File: src/rtl/uart_pkg.sv
// Shared UART definitions: default frame constants and the receiver state encoding.
package uart_pkg;

    localparam int UART_OVERSAMPLE = 16;
    localparam int UART_DATA_BITS  = 8;

    typedef enum logic [2:0] {
        IDLE   = 3'd0,
        START  = 3'd1,
        DATA   = 3'd2,
        PARITY = 3'd3,
        STOP   = 3'd4
    } uart_rx_state_e;

endpackage

File: src/rtl/sync_2ff.sv
// Two-flop synchronizer for a single asynchronous bit, with a configurable reset value.
module sync_2ff #(
    parameter logic RESET_VAL = 1'b0
) (
    input  logic clk_in,
    input  logic rst_n,
    input  logic d,
    output logic q
);

    logic [1:0] sync_r;

    // Shift the asynchronous input through two flops
    always_ff @(posedge clk_in or negedge rst_n) begin
        if (!rst_n) begin
            sync_r <= {2{RESET_VAL}};
        end else begin
            sync_r <= {sync_r[0], d};
        end
    end

    assign q = sync_r[1];

endmodule

File: src/rtl/uart_rx.sv
// UART receiver: oversampled 8N1 frame recovery into a valid/ready holding register.
// Define UART_RX_PARITY_EN to expect one even-parity bit between data and stop.
module uart_rx
    import uart_pkg::*;
#(
    parameter int OVERSAMPLE = UART_OVERSAMPLE,
    parameter int DATA_BITS  = UART_DATA_BITS
) (
    input  logic                 clk_in,
    input  logic                 rst_n,
    input  logic                 sample_tick,
    input  logic                 rxd,
    output logic [DATA_BITS-1:0] data_out,
    output logic                 data_valid,
    input  logic                 data_ready,
    output logic                 framing_error,
    output logic                 parity_error,
    output logic                 overrun,
    input  logic                 overrun_clr
);

    localparam int CNT_W = $clog2(OVERSAMPLE);
    localparam int IDX_W = $clog2(DATA_BITS + 1);
    localparam logic [CNT_W-1:0] CNT_ONE   = CNT_W'(1);
    localparam logic [CNT_W-1:0] HALF_LAST = CNT_W'(OVERSAMPLE / 2 - 1);
    localparam logic [CNT_W-1:0] BIT_LAST  = CNT_W'(OVERSAMPLE - 1);
    localparam logic [IDX_W-1:0] IDX_ONE   = IDX_W'(1);
    localparam logic [IDX_W-1:0] IDX_LAST  = IDX_W'(DATA_BITS - 1);

    function automatic logic even_parity(input logic [DATA_BITS-1:0] data);
        return ^data;
    endfunction

    uart_rx_state_e       state_r;
    logic [CNT_W-1:0]     cnt_r;
    logic [IDX_W-1:0]     bit_idx_r;
    logic [DATA_BITS-1:0] shift_r;
    logic [DATA_BITS-1:0] data_out_r;
    logic                 data_valid_r;
    logic                 framing_error_r;
    logic                 overrun_r;
    logic                 line_s;
    logic                 accept_s;

    sync_2ff #(.RESET_VAL(1'b1)) u_rxd_sync (
        .clk_in (clk_in),
        .rst_n  (rst_n),
        .d      (rxd),
        .q      (line_s)
    );

    assign accept_s = data_valid_r && data_ready;

`ifdef UART_RX_PARITY_EN
    logic parity_error_r;
    logic par_err_r;
`endif

    // Frame FSM, holding register and status flags; frame state moves only on sample ticks
    always_ff @(posedge clk_in or negedge rst_n) begin
        if (!rst_n) begin
            state_r         <= IDLE;
            cnt_r           <= '0;
            bit_idx_r       <= '0;
            shift_r         <= '0;
            data_out_r      <= '0;
            data_valid_r    <= 1'b0;
            framing_error_r <= 1'b0;
            overrun_r       <= 1'b0;
`ifdef UART_RX_PARITY_EN
            parity_error_r  <= 1'b0;
            par_err_r       <= 1'b0;
`endif
        end else begin
            framing_error_r <= 1'b0;
`ifdef UART_RX_PARITY_EN
            parity_error_r  <= 1'b0;
`endif
            if (accept_s) begin
                data_valid_r <= 1'b0;
            end
            if (overrun_clr) begin
                overrun_r <= 1'b0;
            end
            if (sample_tick) begin
                case (state_r)
                    IDLE: begin
                        if (!line_s) begin
                            state_r <= START;
                            cnt_r   <= '0;
                        end
                    end
                    START: begin
                        if (cnt_r == HALF_LAST) begin
                            cnt_r     <= '0;
                            bit_idx_r <= '0;
                            state_r   <= line_s ? IDLE : DATA;
                        end else begin
                            cnt_r <= cnt_r + CNT_ONE;
                        end
                    end
                    DATA: begin
                        if (cnt_r == BIT_LAST) begin
                            cnt_r   <= '0;
                            // LSB arrives first, so after DATA_BITS shifts it sits in bit 0
                            shift_r <= {line_s, shift_r[DATA_BITS-1:1]};
                            if (bit_idx_r == IDX_LAST) begin
                                bit_idx_r <= '0;
`ifdef UART_RX_PARITY_EN
                                state_r   <= PARITY;
`else
                                state_r   <= STOP;
`endif
                            end else begin
                                bit_idx_r <= bit_idx_r + IDX_ONE;
                            end
                        end else begin
                            cnt_r <= cnt_r + CNT_ONE;
                        end
                    end
`ifdef UART_RX_PARITY_EN
                    PARITY: begin
                        if (cnt_r == BIT_LAST) begin
                            cnt_r     <= '0;
                            par_err_r <= line_s ^ even_parity(shift_r);
                            state_r   <= STOP;
                        end else begin
                            cnt_r <= cnt_r + CNT_ONE;
                        end
                    end
`endif
                    STOP: begin
                        // Return to IDLE at mid stop bit so the next falling edge is caught early
                        if (cnt_r == BIT_LAST) begin
                            cnt_r   <= '0;
                            state_r <= IDLE;
                            if (!line_s) begin
                                framing_error_r <= 1'b1;
`ifdef UART_RX_PARITY_EN
                            end else if (par_err_r) begin
                                parity_error_r <= 1'b1;
`endif
                            end else if (!data_valid_r || accept_s) begin
                                data_out_r   <= shift_r;
                                data_valid_r <= 1'b1;
                            end else begin
                                overrun_r <= 1'b1;
                            end
                        end else begin
                            cnt_r <= cnt_r + CNT_ONE;
                        end
                    end
                    default: begin
                        state_r <= IDLE;
                        cnt_r   <= '0;
                    end
                endcase
            end
        end
    end

    assign data_out      = data_out_r;
    assign data_valid    = data_valid_r;
    assign framing_error = framing_error_r;
    assign overrun       = overrun_r;
`ifdef UART_RX_PARITY_EN
    assign parity_error  = parity_error_r;
`else
    assign parity_error  = 1'b0;
`endif

endmodule

File: config.mk
export PLATFORM = sky130hd
export DESIGN_NAME = uart_rx
export DESIGN_NICKNAME = d
export VERILOG_FILES = /design/src/rtl/uart_pkg.sv /design/src/rtl/sync_2ff.sv /design/src/rtl/uart_rx.sv
export SDC_FILE = /design/constraint.sdc
export NUM_CORES = 1
export LEC_CHECK = 0
export BUFFER_PORTS_ARGS = -buffer_cell sky130_fd_sc_hd__clkbuf_2
export CORE_MARGIN = 3
export CORE_UTILIZATION = 56
export CTS_BUF_LIST = sky130_fd_sc_hd__clkbuf_16
export DETAILED_ROUTE_END_ITERATION = 10
export GPL_TIMING_DRIVEN = 0
export PLACE_DENSITY = 0.8
export SYNTH_ARGS = -nofsm -noshare
export SYNTH_HDL_FRONTEND = slang
export SYNTH_HIERARCHICAL = 1
export SYNTH_SLANG_ARGS = --single-unit
File: constraint.sdc
create_clock -name clk_in -period 2.4 [get_ports clk_in]
set_input_delay 0.12 -clock clk_in [delete_from_list [all_inputs] [get_ports clk_in]]
set_output_delay 0.12 -clock clk_in [all_outputs]
set_load 0.005 [all_outputs]
# Yosys cells after proc, flatten, opt, wreduce, memory -nomap -nowiden
# Cells that the tools add are included.
# W data, S select, Z words.
# totals
elab_cells	64
out_inout_bits	12
register_bits	32
input_bits	6
# classes
add_sub_neg	2
muxes	31
eq_ne	11
reduce_logical	11
# ops
op	count
$mux W4	6
$mux W1	16
$mux W3	5
$pmux W3 S4	1
$pmux W4 S3	1
$ne A2 B2 Y1 const B	5
$add A4 B1 Y4 const B	2
$eq A4 B3 Y1 const B	2
$pmux W4 S2	1
$reduce_and A6 Y1	1
$reduce_and A5 Y1	1
$eq A4 B4 Y1 const B	1
$reduce_and A4 Y1	1
$eq A3 B1 Y1 const B	1
$eq A3 B2 Y1 const B	1
$eq A3 B3 Y1 const B	1
$logic_not A3 Y1	1
$reduce_and A3 Y1	1
$mux W2	1
$reduce_and A2 Y1	1
$reduce_bool A2 Y1	1
$reduce_or A2 Y1	1
$logic_and A1 B1 Y1	1
$logic_not A1 Y1	1
$logic_or A1 B1 Y1	1

# Logic depth before layout (Yosys ltp)
# Gate-level depths: netlist (run 1).
# depth
depth_word	7
mapped_depth	6
ltp_nobuf	5

# Modules after synthesis
# The synthesis (run 1) kept the hierarchy.
# modules_own_cells
mod	instances	seq_area_each_um2	cells_per_inst	area_each_um2
uart_rx	1	750.7	126	1410.1
sync_2ff	1	52.6	2	52.6

# Worst setup path after synthesis (run 1)
# Ideal clock, no wire load.
# synth_timing
path_type	register to register
from	reg cnt_r[0]
to	reg data_out_r[0], in the netlist data_out[0]
t_arrival_ps	1561
t_required_ps	2275
synth_period_minus_slack_ps	1686
n_path_buf	1
setup_slack_ps	714
setup_time_ps	125
stages_incl_launch_ff	7
path_cell_list	dfrtp_1 ha_1 and3_1 nand4_1 nand2b_1 buf_2 mux2_2
# synth_between
elab_chain_cells	2
# synth_rtl
element	line	rtl
start: declaration	uart_rx.sv:35	logic [CNT_W-1:0] cnt_r;
start signal: assignment	uart_rx.sv:99	cnt_r <= cnt_r + CNT_ONE;
start signal: assignment	uart_rx.sv:118	cnt_r <= cnt_r + CNT_ONE;
start signal: assignment	uart_rx.sv:150	cnt_r <= cnt_r + CNT_ONE;
$eq A4 B4 Y1	uart_rx.sv:134	if (cnt_r == BIT_LAST) begin
$reduce_and A5 Y1 (no source line)	-	
end signal: assignment	uart_rx.sv:144	data_out_r <= shift_r;
end: declaration	uart_rx.sv:38	logic [DATA_BITS-1:0] data_out_r;
# Every way passes these cells.
# A chain may end at the register's enable or synchronous reset.

# Worst setup path after layout (run 1)
# layout_timing
from	reg cnt_r[0]
to	reg data_out_r[3], in the netlist data_out[3]
# Same word-level chain as after synthesis.

==> results of run 1 <==
[registers in the layout (all words and copies together), names as in the netlist]
register,flops
data_out,8
u_rxd_sync/sync_r,2
bit_idx_r,4
framing_error,1
shift_r,8
state_r,3
cnt_r,4
overrun,1
data_valid,1
[power by group]
| group | switching (uW) | internal, uW |
|---|---|---|
| Clock | 214 | 483 |
| Combinational | 208 | 150 |
| Sequential | 61.0 | 594 |
[cell usage after synthesis]
| cell type | instances |
|---|---|
| ha_1 | 2 |
| and4b_1 | 1 |
| buf_4 | 1 |
| nand4_1 | 2 |
| o22ai_1 | 1 |
| and3_1 | 1 |
| a22o_1 | 1 |
| nand3_1 | 1 |
| nor3b_1 | 2 |
| nor2_4 | 1 |
| o211ai_1 | 1 |
| buf_2 | 3 |
| o21ai_1 | 1 |
| or3b_1 | 1 |
| or4b_2 | 1 |
| nand2_1 | 11 |
| xnor2_1 | 1 |
| clkbuf_1 | 1 |
| nor3_1 | 2 |
| nor4_1 | 1 |
| nand3b_1 | 1 |
| a31o_2 | 1 |
| dfrtp_1 | 30 |
| o31ai_1 | 3 |
| mux2_2 | 16 |
| nand2b_1 | 4 |
| a31oi_1 | 4 |
| nor2_1 | 5 |
| and2_1 | 1 |
| a221oi_1 | 1 |
| o21ai_0 | 10 |
| xor2_1 | 1 |
| inv_1 | 5 |
| and3b_1 | 1 |
| dfstp_2 | 2 |
| a21oi_1 | 3 |
| buf_6 | 1 |
| or4b_1 | 1 |
| or3_1 | 1 |
| conb_1 | 1 |
[worst max path at each step]
stage              from           to  slack (ns)
2_1_floorplan  cnt_r[0]  data_out[0]        0.71
3_3_place_gp   cnt_r[0]  data_out[6]        0.58
3_5_place_dp   cnt_r[0]  data_out[3]        0.52
4_1_cts        cnt_r[0]  data_out[3]        0.50
5_1_grt        cnt_r[0]  data_out[4]        0.44
6_report       cnt_r[0]  data_out[3]        0.51
[critical path, cell delays in order (launching register included)]
cell and delay, ns:
dfrtp_1 0.41, ha_1 0.26, and3_1 0.25, nand4_1 0.16, nand2b_1 0.11, buf_2 0.22, mux2_2 0.37
[stage by stage]
stage          cell area (um2)  hold slack [ns]  cells  utilization (%)  worst slack, ns
2_1_floorplan             1463          -0.1756    128                -           0.7144
3_3_place_gp              1578           0.2082    172            67.43           0.5757
3_5_place_dp              1578           0.2093    172            67.43           0.5162
4_1_cts                   1762          0.02867    182            75.29           0.5040
5_1_grt                   1762          0.02755    182            75.29           0.4443
6_report                  1762          0.02813    182            75.29           0.5098
[routing by layer]
| layer | track usage, % | up-vias | wire (um) |
|---|---|---|---|
| met5 | 0 | - | 0 |
| met4 | 6.623 | 0 | 38 |
| met3 | 6.787 | 5 | 142 |
| met2 | 36.22 | 32 | 1544 |
| met1 | 23.75 | 513 | 1228 |
| li1 | - | 509 | - |
[placed cells by master, fill, tap and decap left out, types with 2 or more instances in the layout]
cell type and n:
a21oi_1 3, a31oi_1 4, buf_2 3, clkbuf_16 5
clkbuf_2 16, dfrtp_1 30, dfstp_2 2, dlygate4sd3_1 2
ha_1 2, inv_1 6, mux2_2 16, nand2_1 11
nand2b_1 4, nand4_1 2, nor2_1 5, nor3_1 2
nor3b_1 2, o21ai_0 10, o31ai_1 3
[timing repair]
item | CTS | global route
endpoints found under the hold margin | 31 | 0
hold buffers | 2 | 0
resized for setup | 0 | 0
[area by class of cell]
cell class	count	area, um2	area share (%)
Sequential cell	32	803.3	45.60
Multi-Input combinational cell	85	603.1	34.23
Clock buffer	5	125.1	7.102
Timing Repair Buffer	18	100.1	5.682
Clock inverter	3	38.79	2.202
Buffer	6	37.54	2.131
Tap cell	28	35.03	1.989
Inverter	5	18.77	1.065
[logic make-up after synthesis]
kind of cell | after synthesis
XOR/XNOR | 2
adder cells (fa/ha/maj) | 2
multiplexers | 16
AO/OA/AOI/OAI | 26
other | 1
buffers and inverters | 11
flip-flops | 32
AND/OR/NAND/NOR | 38
==> key figures, run 1 <==
Status
  – Outcome: complete, no violations

Clock network
  – TritonCTS clock tree: built
  – H-tree depth: 2
  – Clock transition at path regs: 0.05 ns
  – Clock sink count: 32
  – Largest buffer count on any clock path: 2
  – CTS root buf: clkbuf_16
  – Clock latency on the worst-skew pair: 0.27 ns
  – CTS Buf Count: 5
  – Post-CTS Setup Bufs: 0

Setup path
  – Setup crit end kind: flip-flop
  – Arr. time, crit path: 2.05 ns
  – Register-to-register setup slack: 0.51 ns
  – Max FO, Critical Path: 8
  – Critical path startpoint category: flip-flop
  – CP Class: flip-flop to flip-flop
  – Crit path required time: 2.56 ns
  – RR Startpoint: cnt_r[0]
  – RR Endpoint: data_out[3]
  – Reg2reg path depth: 6

Logic synthesis
  – Adder-cell area share of the yosys netlist: 1.711%
  – Post-Syn Instances: 128
  – Mux cell area share after synthesis: 12.32%
  – Synth Area in Simple Gates: 14.97%
  – Post-Syn Nets: 136
  – Register area share after synthesis: 54.92%
  – Synth top area share: 51.33%
  – Synth area leader: dfrtp_1
  – FF+latch count, synth: 32
  – Compound-cell area share of the yosys netlist: 10.78%
  – Ys Warns: 6
  – Netlist cell types: 40
  – Top cells by area, synth: dfrtp_1 (51%), mux2_2 (12%), dfstp_2 (3.6%)
  – Post-synthesis xor/xnor area fraction: 1.198%
  – Synthesized area per cell: 11.43 um2
  – Synthesized area: 0.001463 mm2
  – Largest family of logic cells by synthesized area: simple AND/OR/NAND/NOR gates

Finish
  – # diodes: 0
  – Number of fill cells: 155
  – Final nets: 161
  – Share of cells above drive strength 1: 31.82%
  – Area Overhead vs Synth: 20.44%

STA
  – Hold Violations, Final: 0
  – RSZ-0062 raised after global routing: false
  – Max-slew headroom: 49.19%
  – Max Clk Rate: 529.0 MHz
  – Final Setup Violations: 0
  – Worst Tran Pin Value: 0.7622 ns
  – Final Critical Period: 1.890 ns
  – Fin crit share: 78.76%
  – Clk_skew: 0.004373 ns
  – Max Transition Viols Final: 0
  – Total negative slack: 0 ns

Place
  – Buffers on Ports: 16
  – DPL Wire Length: 1965 um
  – GP Congestion: 0.9182

Pwr
  – Leak: 0.0008739 uW
  – Pwr/cell area: 970.3 mW/mm2
  – Tot Pwr: 1709 uW
  – Worst vdd ir: 0.7093 mV

Floorplanning
  – Initial Util: 62.51%
  – IO Pins: 18
  – Rows: 17
  – Die Height: 57.11 um
  – Core area: 0.002340 mm2
  – Die W: 57.11 um
  – Die area: 0.003261 mm2

Drt
  – Final ANT Viol Nets: 0
  – Initial DRC count: 28
  – Via count: 1059
  – Final WL: 2953 um
  – Vias/cell: 5.819
  – Drc violations: 0
  – Wire per inst: 16.23 um
  – Drt first pass iters: 4

GRT
  – Largest net degree at the start of global routing: 33
  – GR Overflow Total: 0
  – Initial antenna violation count: 0
  – Global-route wire length before repair: 5085 um
  – GRT Total Usage: 20.65%
  – Vias in the first global route: 1109

Worst hold path
  – HP Class: input pin to flip-flop
  – Hold Path Sink: overrun
  – Worst hold stages: 2
  – Worst min-delay path startpoint: overrun_clr

Job
  – MaxCap Viol Count: 0
Note: power is estimated with default switching activity, not from simulation.
==> run 2: changes to the inputs <==
--- a/config.mk
+++ b/config.mk
@@ -7,11 +7,11 @@
 export LEC_CHECK = 0
 export BUFFER_PORTS_ARGS = -buffer_cell sky130_fd_sc_hd__clkbuf_2
 export CORE_MARGIN = 3
-export CORE_UTILIZATION = 56
+export CORE_UTILIZATION = 50
 export CTS_BUF_LIST = sky130_fd_sc_hd__clkbuf_16
 export DETAILED_ROUTE_END_ITERATION = 10
 export GPL_TIMING_DRIVEN = 0
-export PLACE_DENSITY = 0.8
+export PLACE_DENSITY = 0.76
 export SYNTH_ARGS = -nofsm -noshare
 export SYNTH_HDL_FRONTEND = slang
 export SYNTH_HIERARCHICAL = 1
==> constraint.sdc (replaced) <==
create_clock -name clk_in -period 1.7 [get_ports clk_in]
set_input_delay 0.085 -clock clk_in [delete_from_list [all_inputs] [get_ports clk_in]]
set_output_delay 0.085 -clock clk_in [all_outputs]
set_load 0.005 [all_outputs]
==> run 2 against run 1 <==
Wire length is 2.5% lower. Clock power is 40% higher. Worst setup slack worse by 0.44 ns. Clock skew is 0.00053 ns higher. Sequential power is 43% higher. Sequential share of layout area is 3.0 points lower. Hold slack better by 0.14 ns. Non-clock buffer count is 5 higher.
==> key figures, run 2 (same netlist as run 1, synthesis figures left out) <==
Pwr
  – Switching Fraction: 28.05%
  – P_sw: 703.5 uW
  – Worst vdd ir: 1.242 mV
  – Part of the power in registers: 37.3%
  – Pwr/cell area: 1331 mW/mm2
  – Leak: 0.0009271 uW
  – Internal: 1804 uW
  – Clock Power Share: 38.9%
  – Combinational power share: 23.8%

Finish
  – Commonest non-fill, non-tap cells in the layout: dfrtp_1 (30), clkbuf_2 (17), mux2_2 (13)
  – Multi-input gate area: 661.9 um2
  – # diodes: 0
  – FF/Latch Area: 803.3 um2
  – Layout Utilization: 71.51%
  – Final nets: 166
  – Number of fill cells: 182
  – Area Overhead vs Synth: 28.83%
  – Share of cells above drive strength 1: 38.99%
  – Post-Layout Cell Count: 189
  – Post-route design area: 0.001884 mm2
  – Commonest non-fill, non-tap cell in the layout: dfrtp_1

Setup path
  – Crit path required time: 1.90 ns
  – Critical Path Max Stage Delay: 0.53 ns
  – Crit-path leading delay family: simple AND/OR/NAND/NOR gates
  – Setup crit end kind: flip-flop
  – Slowest CP cell: or4b_1
  – Crit path buffers/inverters: 0
  – CP Class: flip-flop to flip-flop
  – Critical path startpoint category: flip-flop
  – Arr. time, crit path: 1.83 ns
  – Crit-path cells: or3b_4 > or4b_1 > nand2_1
  – Max FO, Critical Path: 6

STA
  – Worst Tran Pin Value: 0.7622 ns
  – Final Setup Violations: 0
  – Hold Violations, Final: 0
  – Total negative slack: 0 ns
  – Max Clk Rate: 614.3 MHz
  – Fin crit share: 95.76%
  – RSZ-0062 raised after global routing: false
  – Max Transition Viols Final: 0
  – Final Critical Period: 1.628 ns
  – Clk_skew: 0.004903 ns
  – Max-slew headroom: 49.19%
  – Hold WS: 0.1674 ns

GRT
  – Global-route wire length before repair: 4961 um
  – Initial antenna violation count: 0
  – Vias in the first global route: 1159
  – GR Overflow Total: 0
  – Largest net degree at the start of global routing: 33
  – GRT Total Usage: 18.67%

Place
  – GP Congestion: 0.9033
  – Buffers on Ports: 16
  – DPL Wire Length: 1849 um
  – Placed Area: 0.001580 mm2
  – Placed Instances: 174

Drt
  – Wire per inst: 15.23 um
  – Final WL: 2878 um
  – Initial DRC count: 32
  – Drc violations: 0
  – Via count: 1077
  – Drt first pass iters: 4
  – Vias/cell: 5.698
  – Final ANT Viol Nets: 0

Clock network
  – CTS root buf: clkbuf_16
  – H-tree depth: 2
  – CTS Buf Count: 5
  – Largest buffer count on any clock path: 2
  – Clock latency on the worst-skew pair: 0.27 ns
  – Clock sink count: 32
  – Clock transition at path regs: 0.05 ns
  – TritonCTS clock tree: built

Floorplanning
  – Die area: 0.003610 mm2
  – Initial Util: 55.51%
  – Die W: 60.09 um
  – IO Pins: 18
  – Core area: 0.002635 mm2
  – Rows: 18
  – Die Height: 60.09 um

Status
  – Outcome: complete, no violations

Worst hold path
  – HP Class: input pin to flip-flop

Job
  – MaxCap Viol Count: 0
==> run 2: cell types whose count changed in the layout (fill, tap and decap cells not counted), moves of 2 or more <==
cell,before,now
mux2_4,0,3
nor3b_1,2,0
nor3b_2,0,2
mux2_2,16,13
buf_4,1,7
buf_2,3,0
==> run 2: through the flow <==
step	power [uW]	setup WS (ns)
final	2508	0.07216
after floorplan	1298	0.01442
after detailed placement	1419	-0.1790
after CTS	2471	0.006985
after global routing	2658	0.01061
after global placement	1395	-0.1196
==> run 2: final cells by class <==
cell class | instances | area share, %
buffer | 4 | 1.660
sequential | 32 | 42.63
multi-input combinational | 85 | 35.13
clock buffer | 5 | 6.640
inverter | 5 | 0.9960
clock inverter | 3 | 2.058
tap | 30 | 1.992
timing repair buffer | 25 | 8.898
==> run 2: worst min-delay path, cell delays in order <==
cell and delay, ns:
clkbuf_2 0.12, nand2_1 0.13, nor2_1 0.06
==> run 2: final timing paths <==
check / startpoint / to / slack, ns / cells after the start
max in group asynchronous: rst_n / state_r[1] / 0.80 / 2
min: sample_tick / framing_error / 0.17 / 3
min in group asynchronous: rst_n / cnt_r[2] / 0.42 / 2
min reg2reg: u_rxd_sync/sync_r[0] / u_rxd_sync/sync_r[1] / 0.36 / 0
max: state_r[0] / bit_idx_r[2] / 0.07 / 3
max reg2reg: state_r[0] / bit_idx_r[2] / 0.07 / 3
==> run 2: power by group through the flow <==
| stage | sequential, uW | combinational [uW] | clock, uW |
|---|---|---|---|
| finish | 936 | 596 | 976 |
| global placement | 924 | 471 | 0 |
| CTS | 916 | 564 | 992 |
| detailed placement | 930 | 489 | 0 |
| global route | 949 | 679 | 1030 |
| floorplan | 907 | 391 | 0 |
==> run 2: routing by layer <==
layer	GRT usage (%)	routed length, um	vias to the layer above
li1	-	-	515
met1	21.32	1212	533
met2	32.41	1541	25
met3	6.479	101	4
met4	6.013	23	0
met5	0	0	-
==> run 2: what timing repair did <==
item                       in CTS  in global routing
buffers inserted                6                  0
cloned                          0                  0
gates resized for setup         8                 12
setup endpoints to repair      19                 21
hold buffers                    3                  0
pin swaps                       3                  2
hold endpoints to repair       32                  0
==> run 3: changes to the inputs <==
--- a/config.mk
+++ b/config.mk
@@ -6,8 +6,10 @@
 export NUM_CORES = 1
 export LEC_CHECK = 0
 export BUFFER_PORTS_ARGS = -buffer_cell sky130_fd_sc_hd__clkbuf_2
+export CELL_PAD_IN_SITES_DETAIL_PLACEMENT = 1
+export CELL_PAD_IN_SITES_GLOBAL_PLACEMENT = 1
 export CORE_MARGIN = 3
-export CORE_UTILIZATION = 50
+export CORE_UTILIZATION = 40
 export CTS_BUF_LIST = sky130_fd_sc_hd__clkbuf_16
 export DETAILED_ROUTE_END_ITERATION = 10
 export GPL_TIMING_DRIVEN = 0
==> run 3 against run 2 <==
Sequential power barely moved. Hold slack worse by 0.16 ns. Global-route usage fell by 1.1 points. Clock skew increased by 0.00067 ns. Fmax is 0.83% lower. Die area grew 22%. Total power rose by 2.1%. Final cell count increased by 9.0%. Register-to-register slack hardly changed. Critical endpoint is now shift_r[5]. Wire length rose by 20%. Largest power group unchanged.
==> key figures, run 3 (same netlist as run 1, synthesis figures left out) <==
Place
  – Buffers on Ports: 16
  – DPL Wire Length: 2193 um
  – GP Congestion: 0.8598
  – Placed Area: 0.001600 mm2
  – Worst slack after detailed placement: -0.2020 ns

STA
  – Final Setup Violations: 0
  – Clk_skew: 0.005568 ns
  – Final worst slack: 0.05858 ns
  – Max Clk Rate: 609.2 MHz
  – Max Transition Viols Final: 0
  – Worst Tran Pin Value: 0.7894 ns
  – Max-slew headroom: 47.37%
  – Final Critical Period: 1.641 ns
  – Hold WS: 0.009881 ns
  – Hold Violations, Final: 0
  – Fin crit share: 96.55%

Drt
  – Drt first pass iters: 4
  – Final WL: 3456 um
  – Wire per inst: 16.78 um
  – Via count: 1087
  – Met1 WL: 1447 um
  – Final ANT Viol Nets: 0
  – Drc violations: 0
  – WL met2: 1798 um
  – Vias/cell: 5.277
  – WL met3: 137 um
  – Initial DRC count: 42
  – Top sig layer: met4

GRT
  – Vias in the first global route: 1120
  – GR Overflow Total: 0
  – Largest net degree at the start of global routing: 33
  – GRT Total Usage: 17.53%
  – Initial antenna violation count: 0
  – Global-route wire length before repair: 5595 um

Finish
  – Area Overhead vs Synth: 30.45%
  – Number of fill cells: 380
  – Post-route design area: 0.001908 mm2
  – # diodes: 0
  – Commonest non-fill, non-tap cell in the layout: dfrtp_1
  – Final nets: 167
  – Share of cells above drive strength 1: 39.38%
  – Commonest non-fill, non-tap cells in the layout: dfrtp_1 (30), clkbuf_2 (17), mux2_2 (12)

Pwr
  – Switching Fraction: 29.44%
  – Part of the power in registers: 36.4%
  – Internal: 1807 uW
  – Tot Pwr: 2561 uW
  – Clock Power Share: 38.9%
  – Worst vdd ir: 0.7322 mV
  – Pwr/cell area: 1342 mW/mm2
  – P_sw: 753.8 uW
  – Combinational power share: 24.6%
  – Leak: 0.0009346 uW

Floorplanning
  – Die W: 66.47 um
  – IO Pins: 18
  – Die area: 0.004418 mm2
  – Initial Util: 42.82%
  – Rows: 21
  – Die Height: 66.47 um
  – Core area: 0.003416 mm2

Clock network
  – Clock sink count: 32
  – Clock transition at path regs: 0.05 ns
  – Largest buffer count on any clock path: 2
  – TritonCTS clock tree: built
  – CTS root buf: clkbuf_16
  – H-tree depth: 2
  – CTS Buf Count: 5
  – Clock latency on the worst-skew pair: 0.28 ns

Job
  – MaxCap Viol Count: 0

Setup path
  – Critical Path Max Stage Delay: 0.43 ns
  – Crit-path cells: buf_6 > or3b_4 > nor2_4 > buf_12 > mux2_2
  – Critical path startpoint category: flip-flop
  – Slowest CP cell: or3b_4
  – Max FO, Critical Path: 7
  – Setup crit end kind: flip-flop
  – Crit path required time: 1.86 ns
  – CP Class: flip-flop to flip-flop
  – Arr. time, crit path: 1.80 ns

Status
  – Outcome: complete, no violations

Worst hold path
  – HP Class: input pin to flip-flop
-- run 3: final cells by class --
type,instances,area [um2],share of cell area (%)
plain buffers,4,31.28,1.639
clock inverters,3,38.79,2.033
multi-input cells,85,660.6,34.62
inverters,5,18.77,0.9836
clock buffers,5,125.1,6.557
flip-flops and latches,32,803.3,42.10
well taps,46,57.56,3.016
repair buffers,26,172.7,9.049
-- run 3: worst max-delay path, delay by kind of cell (launching register included) --
kind | cells | cell delay [ns]
buf+inv | 2 | 0.26
flops | 1 | 0.37
mux | 1 | 0.32
simple gates | 2 | 0.57
-- run 3: worst paths after layout --
kind | from | cells past startpoint | to | slack, ns
max in group asynchronous | rst_n | 2 | cnt_r[1] | 0.78
min reg2reg | u_rxd_sync/sync_r[0] | 0 | u_rxd_sync/sync_r[1] | 0.36
min in group asynchronous | rst_n | 2 | bit_idx_r[1] | 0.42
max reg2reg | state_r[2] | 5 | shift_r[5] | 0.06
min | overrun_clr | 2 | overrun | 0.01
max | state_r[2] | 5 | shift_r[5] | 0.06
-- run 3: per-layer routing --
metal  global-route usage (%)  vias up
met5                        0        -
met4                    7.360        0
met3                    5.059        7
met2                    28.38       24
met1                    21.74      538
li1                         -      518
-- run 3: stage by stage --
| step | std cells | util [%] | TNS, ns |
|---|---|---|---|
| after floorplan | 128 | - | 0 |
| after global placement | 190 | 46.85 | -1.331 |
| after detailed placement | 190 | 46.85 | -1.991 |
| after CTS | 206 | 55.20 | -0.02589 |
| after global routing | 206 | 55.86 | -0.04071 |
| final | 206 | 55.86 | 0 |
-- run 3: power by group through the flow --
stage	logic, uW	clock network [uW]	registers [uW]
after CTS	593	1010	926
final	630	997	933
after floorplan	391	0	907
after global placement	482	0	926
after detailed placement	514	0	932
after global routing	712	1060	945
-- run 3: repair_timing --
| action | 4_1_cts | 5_1_grt |
|---|---|---|
| pin swaps | 4 | 2 |
| resized for setup | 11 | 8 |
| setup buffers | 6 | 2 |
| endpoints found under the hold margin | 31 | 0 |
| hold buffers | 2 | 0 |
| setup endpoints to repair | 19 | 21 |
